## src/rtl/mag_seq.sv

```systemverilog
// mag_seq: multi-cycle magnitude comparator.
// Operands are latched on an accepted start and compared one CHUNK-wide slice
// per clock, most significant slice first. The compare stops at the first
// unequal slice. In two's-complement mode the operands are sign-extended and
// the top bit is flipped, so an unsigned compare gives the signed ordering.
// Results are registered. They change only in the cycle where done pulses.

module mag_seq #(
    parameter int WIDTH  = 12,
    parameter int CHUNK  = 4,
    parameter int SIGNED = 0
) (
    input  logic             sys_clk,
    input  logic             resetl,
    input  logic             start,
    input  logic [WIDTH-1:0] a,
    input  logic [WIDTH-1:0] b,
    output logic             busy,
    output logic             done,
    output logic             agb,
    output logic             aeb,
    output logic             alb
);

    // Number of slices, padded operand width and slice-index width
    localparam int NCH = (WIDTH + CHUNK - 1) / CHUNK;
    localparam int PW  = NCH * CHUNK;
    localparam int IW  = (NCH > 1) ? $clog2(NCH) : 1;

    localparam logic [IW-1:0] IDX_TOP  = IW'(NCH - 1);
    localparam logic [IW-1:0] IDX_ZERO = IW'(0);
    localparam logic [IW-1:0] IDX_ONE  = IW'(1);

    // One-hot result encoding {agb, aeb, alb}
    localparam logic [2:0] RES_NONE = 3'b000;
    localparam logic [2:0] RES_GT   = 3'b100;
    localparam logic [2:0] RES_EQ   = 3'b010;
    localparam logic [2:0] RES_LT   = 3'b001;

    typedef enum logic [0:0] {
        ST_IDLE = 1'b0,
        ST_RUN  = 1'b1
    } state_t;

    // Widen an operand to the padded width.
    // Unsigned: the padding is zero. Signed: the padding repeats the sign bit,
    // and the top bit is flipped. The flip moves negative values below
    // positive ones in unsigned order.
    function automatic logic [PW-1:0] pad_operand(input logic [WIDTH-1:0] x);
        logic [PW-1:0] v;
        v = PW'(x);
        for (int i = WIDTH; i < PW; i++) begin
            if (SIGNED != 0) begin
                v[i] = x[WIDTH-1];
            end else begin
                v[i] = 1'b0;
            end
        end
        if (SIGNED != 0) begin
            v[PW-1] = ~v[PW-1];
        end else begin
            v[PW-1] = v[PW-1];
        end
        return v;
    endfunction

    // Select slice idx (slice 0 is least significant) of a padded operand
    function automatic logic [CHUNK-1:0] get_chunk(input logic [PW-1:0] v,
                                                   input logic [IW-1:0] idx);
        logic [PW-1:0] sh;
        sh = v >> (32'(idx) * CHUNK);
        return sh[CHUNK-1:0];
    endfunction

    // State and datapath registers
    state_t          r_state;
    logic [PW-1:0]   r_a;
    logic [PW-1:0]   r_b;
    logic [IW-1:0]   r_idx;
    logic            r_busy;
    logic            r_done;
    logic [2:0]      r_res;

    // Next-state values from the combinational process
    state_t          w_state_nxt;
    logic            w_load;
    logic [IW-1:0]   w_idx_nxt;
    logic            w_busy_nxt;
    logic            w_done_nxt;
    logic [2:0]      w_res_nxt;
    logic [CHUNK-1:0] w_chunk_a;
    logic [CHUNK-1:0] w_chunk_b;

    assign w_chunk_a = get_chunk(r_a, r_idx);
    assign w_chunk_b = get_chunk(r_b, r_idx);

    // Next-state logic: accept a request, step through slices, finish on the first difference
    always_comb begin
        w_state_nxt = r_state;
        w_load      = 1'b0;
        w_idx_nxt   = r_idx;
        w_busy_nxt  = r_busy;
        w_done_nxt  = 1'b0;
        w_res_nxt   = r_res;
        case (r_state)
            ST_IDLE: begin
                if (start) begin
                    w_load      = 1'b1;
                    w_idx_nxt   = IDX_TOP;
                    w_busy_nxt  = 1'b1;
                    w_state_nxt = ST_RUN;
                end else begin
                    w_busy_nxt  = 1'b0;
                    w_state_nxt = ST_IDLE;
                end
            end
            ST_RUN: begin
                if (w_chunk_a > w_chunk_b) begin
                    w_res_nxt   = RES_GT;
                    w_done_nxt  = 1'b1;
                    w_busy_nxt  = 1'b0;
                    w_state_nxt = ST_IDLE;
                end else if (w_chunk_a < w_chunk_b) begin
                    w_res_nxt   = RES_LT;
                    w_done_nxt  = 1'b1;
                    w_busy_nxt  = 1'b0;
                    w_state_nxt = ST_IDLE;
                end else if (r_idx == IDX_ZERO) begin
                    w_res_nxt   = RES_EQ;
                    w_done_nxt  = 1'b1;
                    w_busy_nxt  = 1'b0;
                    w_state_nxt = ST_IDLE;
                end else begin
                    w_idx_nxt   = r_idx - IDX_ONE;
                    w_busy_nxt  = 1'b1;
                    w_state_nxt = ST_RUN;
                end
            end
            default: begin
                w_busy_nxt  = 1'b0;
                w_state_nxt = ST_IDLE;
            end
        endcase
    end

    // FSM state register
    always_ff @(posedge sys_clk or negedge resetl) begin
        if (!resetl) begin
            r_state <= ST_IDLE;
        end else begin
            r_state <= w_state_nxt;
        end
    end

    // Operand capture, slice index and registered handshake/result outputs
    always_ff @(posedge sys_clk or negedge resetl) begin
        if (!resetl) begin
            r_a    <= '0;
            r_b    <= '0;
            r_idx  <= IDX_ZERO;
            r_busy <= 1'b0;
            r_done <= 1'b0;
            r_res  <= RES_NONE;
        end else begin
            if (w_load) begin
                r_a <= pad_operand(a);
                r_b <= pad_operand(b);
            end
            r_idx  <= w_idx_nxt;
            r_busy <= w_busy_nxt;
            r_done <= w_done_nxt;
            r_res  <= w_res_nxt;
        end
    end

    assign busy = r_busy;
    assign done = r_done;
    assign agb  = r_res[2];
    assign aeb  = r_res[1];
    assign alb  = r_res[0];

endmodule


```

## config.mk

```make
export PLATFORM = sky130hd
export DESIGN_NAME = mag_seq
export DESIGN_NICKNAME = d
export VERILOG_FILES = /design/src/rtl/mag_seq.sv
export SDC_FILE = /design/constraint.sdc
export NUM_CORES = 1
export LEC_CHECK = 0
export ABC_CLOCK_PERIOD_IN_PS = 5700
export BUFFER_PORTS_ARGS = -buffer_cell sky130_fd_sc_hd__buf_2
export CAP_MARGIN = 20
export CORE_MARGIN = 4
export CORE_UTILIZATION = 40
export CTS_BUF_LIST = sky130_fd_sc_hd__clkbuf_8
export DETAILED_ROUTE_END_ITERATION = 8
export HOLD_SLACK_MARGIN = 0.05
export PLACE_DENSITY_LB_ADDON = 0.08
export SLEW_MARGIN = 20
export SYNTH_ARGS = -nofsm -noshare
export SYNTH_HDL_FRONTEND = slang
export SYNTH_SLANG_ARGS = --single-unit
```

## constraint.sdc

```tcl
create_clock -name sys_clk -period 5.7 [get_ports sys_clk]
set_clock_uncertainty 0.05 [all_clocks]
set_input_delay 0.285 -clock sys_clk [delete_from_list [all_inputs] [get_ports sys_clk]]
set_output_delay 0.285 -clock sys_clk [all_outputs]
set_load 0.01 [all_outputs]
```

==> flow_metrics.env, run 1 <==
export IMPL_status="completed"
export IMPL_regArea_um2=776
export IMPL_relSlewSlack_pct=55.1
export IMPL_dp_final_hpwl_mm=1.94
export IMPL_routabilityCongestion=0.789
export IMPL_die_w_um=68.4
export IMPL_drive_gt1_share_pct=43.4
export IMPL_critPathKind="reg -> reg"
export IMPL_grt_pass1_vias=973
export IMPL_timing_fmax_ghz=0.368
export IMPL_cpLargestDelayFamily="simple AND/OR/NAND/NOR gates"
export IMPL_avgSynthCellArea_um2=12.5
export IMPL_antenna_cells=0
export IMPL_setup_tns_ns=0
export IMPL_crit_path_cell_trace="inv_1 > nor2_1 > a21oi_1 > ha_1 > nand4_2 > or3_1 > a21oi_2 > mux2_1"
export IMPL_ys_warn_count=0
export IMPL_hold_path_class="in -> reg"
export IMPL_grt_max_degree=32
export IMPL_ios=32
export IMPL_avgRoutedWirePerCell_um=13.0
export IMPL_arrival_ns=2.82
export IMPL_grt_setup_unrepaired="no"
export IMPL_critPathRequiredTime_ns=5.81
export IMPL_fp_dieH_um=68.4
export IMPL_first_pass_iters=4
export IMPL_worst_pin_slew_ns=0.674
export IMPL_cts_path_max_buffers=2
export IMPL_maxCapViolations=0
export IMPL_ys_seq_area_share_pct=53.2
export IMPL_cts_tree="yes"
export IMPL_drc=0
export IMPL_drt_total_wl_mm=2.58
export IMPL_cp_max_fo=9
export IMPL_powerDensity_mw_per_mm2=463
export IMPL_final_nets=183
export IMPL_rows=21
export IMPL_ant_nets=0
export IMPL_antenna_found_initial=0
export IMPL_max_stage_delay_ns=0.49
export IMPL_synth_seq_cells=31
export IMPL_start_util_pct=42.7
export IMPL_die_area_mm2=0.00467
export IMPL_multi_input_area_um2=644
export IMPL_cts_buffers=5
export IMPL_cts_root_buffer="clkbuf_8"
export IMPL_mappedNetlistNets=149
export IMPL_grt_overflow_total=0
export IMPL_setup_violations=0
export IMPL_cts_sinks=31
export IMPL_numPortBuffers=31
export IMPL_post_route_period_util_pct=47.6
export IMPL_crit_path_top_delay_cell="dfrtp_1"
export IMPL_clkTransAtPathRegs_ns=0.06
export IMPL_core_area_mm2=0.00342
export IMPL_final_hold_viol_count=0
export IMPL_cp_num_buf_inv=1
export IMPL_synthesis_area_mm2=0.00146
export IMPL_syn_to_final_growth_pct=19.1
export IMPL_cp_start_kind="flip-flop"
export IMPL_clk_latency_ns=0.28
export IMPL_period_needed_ns=2.71
export IMPL_ir_drop_uv=194
export IMPL_crit_path_end_kind="flip-flop"
export IMPL_syn_inst=117
export IMPL_synth_cell_type_count=21
export IMPL_fillers=337
export IMPL_avgViaCountPerCell=4.87
export IMPL_grt_use_total_pct=13.1
export IMPL_vias=964
export IMPL_final_max_slew_violation_count=0
export IMPL_p_leak_nw=0.849
export IMPL_p_total_uw=804
export IMPL_drtIter0Drc=22
export IMPL_grt_pass1_wl_mm=4.42
export IMPL_h_tree_depth=2
## flip-flops by register name (all words and copies together) (netlist names)
signal	flops
busy	1
done	1
r_a	12
r_res	3
r_b	12
r_idx	2
## worst paths after layout
| check | from | to | slack (ns) | cells after the start |
|---|---|---|---|---|
| max | r_idx[0] | r_idx[0] | 2.99 | 8 |
| min | b[3] | r_b[3] | 0.18 | 2 |
| max reg2reg | r_idx[0] | r_idx[0] | 2.99 | 8 |
| min reg2reg | r_a[1] | r_a[1] | 0.45 | 1 |
| max in group asynchronous | resetl | r_b[8] | 4.64 | 2 |
| min in group asynchronous | resetl | r_a[4] | 0.53 | 2 |
## what timing repair did
| action | 4_1_cts | 5_1_grt |
|---|---|---|
| hold buffers | 1 | 0 |
| gates resized for setup | 0 | 0 |
| hold endpoints to repair | 31 | 0 |
| setup buffers | 0 | 0 |
## layout make-up
class / instances / share of cell area (%)
inverter: 3 / 0.649
multi-input combinational: 78 / 37.1
clock inverter: 3 / 0.721
sequential: 31 / 44.7
tap: 46 / 3.32
clock buffer: 5 / 3.97
timing repair buffer: 32 / 9.52
## cells in the mapped netlist
cell       n  area, um2
a221o_1    1       10.0
o21ai_0    6       30.0
mux2_2    24        270
a21oi_2    1       8.76
buf_2      4       20.0
nor2b_1    2       12.5
a21oi_1    9       45.0
mux2_1     1       11.3
mux2i_1    9       90.1
nand2_1    6       22.5
nand4_2    1       12.5
buf_4      1       7.51
ha_1       5       62.6
o21ba_2    1       10.0
inv_1      3       11.3
or2_2      1       6.26
o211ai_1   1       7.51
and2b_1    1       7.51
dfrtp_1   31        776
nor2_1     8       30.0
or3_1      1       6.26
## worst register-to-register path: cells and delay by family (launching register included)
family,cells,cell delay [ns]
AOI/OAI and AO/OA,2,0.34
adders and majority gates,1,0.35
buffers and inverters,1,0.13
DFF,1,0.49
muxes,1,0.34
and+or+nand+nor,3,0.89
## placed cells by master (no fill, tap or decap)
cell type	Yosys	layout
o21ba_2	1	1
dfrtp_1	31	31
dlygate4sd3_1	0	1
nor2b_1	2	2
a221o_1	1	1
clkbuf_8	0	5
mux2_2	24	24
nor2_1	8	8
a21oi_1	9	9
mux2_1	1	1
ha_1	5	5
nand2_1	6	6
buf_2	4	31
o211ai_1	1	1
or3_1	1	1
nand4_2	1	1
or2_2	1	1
a21oi_2	1	1
inv_1	3	5
o21ai_0	6	6
and2b_2	0	1
mux2i_1	9	9
clkinv_2	0	1
## metal layers
| layer | track usage [%] | routed length, um |
|---|---|---|
| met1 | 16.8 | 1200 |
| met2 | 19.5 | 1140 |
| met3 | 5.25 | 201 |
| met4 | 5.21 | 40 |
| met5 | 0 | 0 |
## stage by stage
step	instances	hold WS [ns]	worst slack [ns]	util (%)	area [um2]
after CTS	198	0.178	2.97	50.8	1730
after floorplan	117	-0.0606	3.33	-	1460
after detailed placement	189	0.319	3.00	48.1	1640
after global placement	189	0.309	3.12	48.1	1640
after global routing	198	0.175	2.78	50.8	1740
final	198	0.184	2.99	50.8	1740
## report_power, final
part           leakage, nW  total [mW]  internal (mW)  switching (mW)
Sequential           0.364       0.339          0.287          0.0526
Combinational        0.434       0.308          0.156           0.152
Clock               0.0505       0.156         0.0818          0.0743
## cell families (layout without fill, tap and decap cells)
group           after synthesis  after routing  synth area share (%)
flops                        31             31                  53.2
fa+ha+maj                     5              5                  4.29
mux                          34             34                  25.5
buf+inv                       8             43                  2.66
simple gates                 20             20                  6.70
compound gates               19             19                  7.64
No activity file was read; power rests on OpenSTA's default activity.
==> run 2, diff against run 1 <==
Settings changed: ABC_CLOCK_PERIOD_IN_PS 5700 to 2700.
Clock period 5.7 ns to 2.7 ns, I/O delays scaled along.
==> run 2 against run 1 <==
Combinational power increased by 140%. First-iteration DRC count down 9.1%. Largest cell class unchanged. Die area stayed put. Flip-flop and latch count is the same. Critical path depth unchanged. Highest routed layer unchanged. Sequential power up 100%. Non-clock buffer count is 25 higher. Final area up 13%. Final cell count rose by 12%.
==> flow_metrics.env, run 2 (synthesized netlist as in run 1, its figures left out) <==
export IMPL_status="completed"
export IMPL_powerDensity_mw_per_mm2=889
export IMPL_grt_pass1_wl_mm=4.71
export IMPL_hold_start="b[6]"
export IMPL_cpLargestDelayFamily="multiplexers"
export IMPL_largest_registers="r_a (12), r_b (12), r_res (3)"
export IMPL_die_w_um=68.4
export IMPL_clkTransAtPathRegs_ns=0.06
export IMPL_timing_fmax_ghz=0.410
export IMPL_dp_final_hpwl_mm=1.99
export IMPL_cts_sinks=31
export IMPL_numPortBuffers=31
export IMPL_cts_buffers=5
export IMPL_first_pass_iters=2
export IMPL_cp_max_fo=7
export IMPL_arrival_ns=2.54
export IMPL_setup_tns_ns=0
export IMPL_relSlewSlack_pct=54.9
export IMPL_critPathRequiredTime_ns=2.80
export IMPL_final_max_slew_violation_count=0
export IMPL_vias=1050
export IMPL_syn_to_final_growth_pct=35.0
export IMPL_routabilityCongestion=0.785
export IMPL_die_area_mm2=0.00467
export IMPL_period_needed_ns=2.44
export IMPL_cp_start_kind="flip-flop"
export IMPL_grt_setup_unrepaired="no"
export IMPL_max_stage_delay_ns=0.39
export IMPL_drt_met1_wl_mm=1.30
export IMPL_grt_overflow_total=0
export IMPL_core_area_mm2=0.00342
export IMPL_p_leak_nw=0.946
export IMPL_met2_length_mm=1.31
export IMPL_postCtsSetupBuffers=0
export IMPL_grt_use_total_pct=13.6
export IMPL_setup_violations=0
export IMPL_antenna_cells=0
export IMPL_fp_dieH_um=68.4
export IMPL_post_route_period_util_pct=90.3
export IMPL_r2r_slack_ns=0.26
export IMPL_crit_path_end_kind="flip-flop"
export IMPL_drive_gt1_share_pct=39.4
export IMPL_rows=21
export IMPL_cp_num_buf_inv=1
export IMPL_critPathKind="reg -> reg"
export IMPL_crit_path_cell_trace="buf_4 > mux2i_1 > o21ai_0 > ha_1 > nand4_2 > or3_1 > a21oi_2 > mux2_1"
export IMPL_postLayoutCoreUtil_pct=57.6
export IMPL_drt_total_wl_mm=2.81
export IMPL_r2r_cells=8
export IMPL_regArea_um2=776
export IMPL_crit_path_top_delay_cell="dfrtp_1"
export IMPL_maxCapViolations=0
export IMPL_start_util_pct=42.7
export IMPL_antenna_found_initial=0
export IMPL_ir_drop_uv=400
export IMPL_final_hold_viol_count=0
export IMPL_avgViaCountPerCell=4.75
export IMPL_r2r_end="r_idx[0]"
export IMPL_hold_path_class="in -> reg"
export IMPL_layout_common_cells="dfrtp_1 (31), buf_2 (31), mux2_2 (24)"
export IMPL_avgRoutedWirePerCell_um=12.7
export IMPL_grt_max_degree=32
export IMPL_drtIter0Drc=20
export IMPL_ios=32
export IMPL_cts_path_max_buffers=2
export IMPL_fillers=309
export IMPL_multi_input_area_um2=646
export IMPL_final_nets=208
export IMPL_cts_tree="yes"
export IMPL_holdPathEnd="r_b[6]"
export IMPL_met3_length_um=149
export IMPL_drc=0
export IMPL_min_path_cells=2
export IMPL_topRoutingLayerUsed="met4"
export IMPL_grt_pass1_vias=1057
export IMPL_clk_latency_ns=0.27
export IMPL_worst_pin_slew_ns=0.676
export IMPL_ant_nets=0
export IMPL_h_tree_depth=2
export IMPL_cts_root_buffer="clkbuf_8"
export IMPL_r2r_start="r_idx[1]"
## run 2: stage by stage
step / hold WS [ns] / setup WS (ns) / cells / instance area [um2] / power [mW]
after global routing: 0.0514 / 0.110 / 221 / 1970 / 1.90
after detailed placement: 0.165 / 0.179 / 193 / 1670 / 1.43
after global placement: 0.163 / 0.318 / 193 / 1670 / 1.40
after floorplan: -0.211 / 0.327 / 117 / 1460 / 1.22
after CTS: 0.0511 / 0.171 / 221 / 1970 / 1.78
final: 0.0527 / 0.263 / 221 / 1970 / 1.75
## run 2: power by group
| part | total, mW | switching [mW] | internal [mW] |
|---|---|---|---|
| combinational | 0.754 | 0.379 | 0.375 |
| clock | 0.313 | 0.146 | 0.167 |
| sequential | 0.683 | 0.0767 | 0.606 |
## run 2: layer usage
| metal | vias up | track usage, % |
|---|---|---|
| met3 | 6 | 2.96 |
| met4 | 0 | 5.96 |
| met1 | 494 | 17.5 |
| met5 | - | 0 |
| met2 | 28 | 22.0 |
| li1 | 522 | - |
## run 2: area by class of cell
type | instances | area share, %
clock inverters | 1 | 0.191
flip-flops and latches | 31 | 39.4
clock buffers | 5 | 3.50
repair buffers | 57 | 20.6
multi-input cells | 78 | 32.8
inverters | 3 | 0.572
well taps | 46 | 2.92
## run 2: what timing repair did
action                                 4_1_cts  5_1_grt
gates resized for setup                      0        1
hold buffers                                22        0
setup endpoints to repair                    0        1
endpoints found under the hold margin       52        0
## run 2: worst max-delay path by stage
stage	start	depth (start not counted)	slack (ns)	end
floorplan	r_idx[0]	9	0.33	r_idx[0]
global placement	r_idx[0]	8	0.32	r_idx[0]
detailed placement	r_idx[0]	8	0.18	r_idx[0]
CTS	r_idx[0]	8	0.17	r_idx[0]
global route	r_idx[1]	9	0.11	r_idx[0]
finish	r_idx[1]	8	0.26	r_idx[0]
## run 2: worst register-to-register path, cell delays in order (launching register included)
cell	delay, ns
dfrtp_1	0.39
buf_4	0.20
mux2i_1	0.22
o21ai_0	0.11
ha_1	0.31
nand4_2	0.15
or3_1	0.35
a21oi_2	0.19
mux2_1	0.35
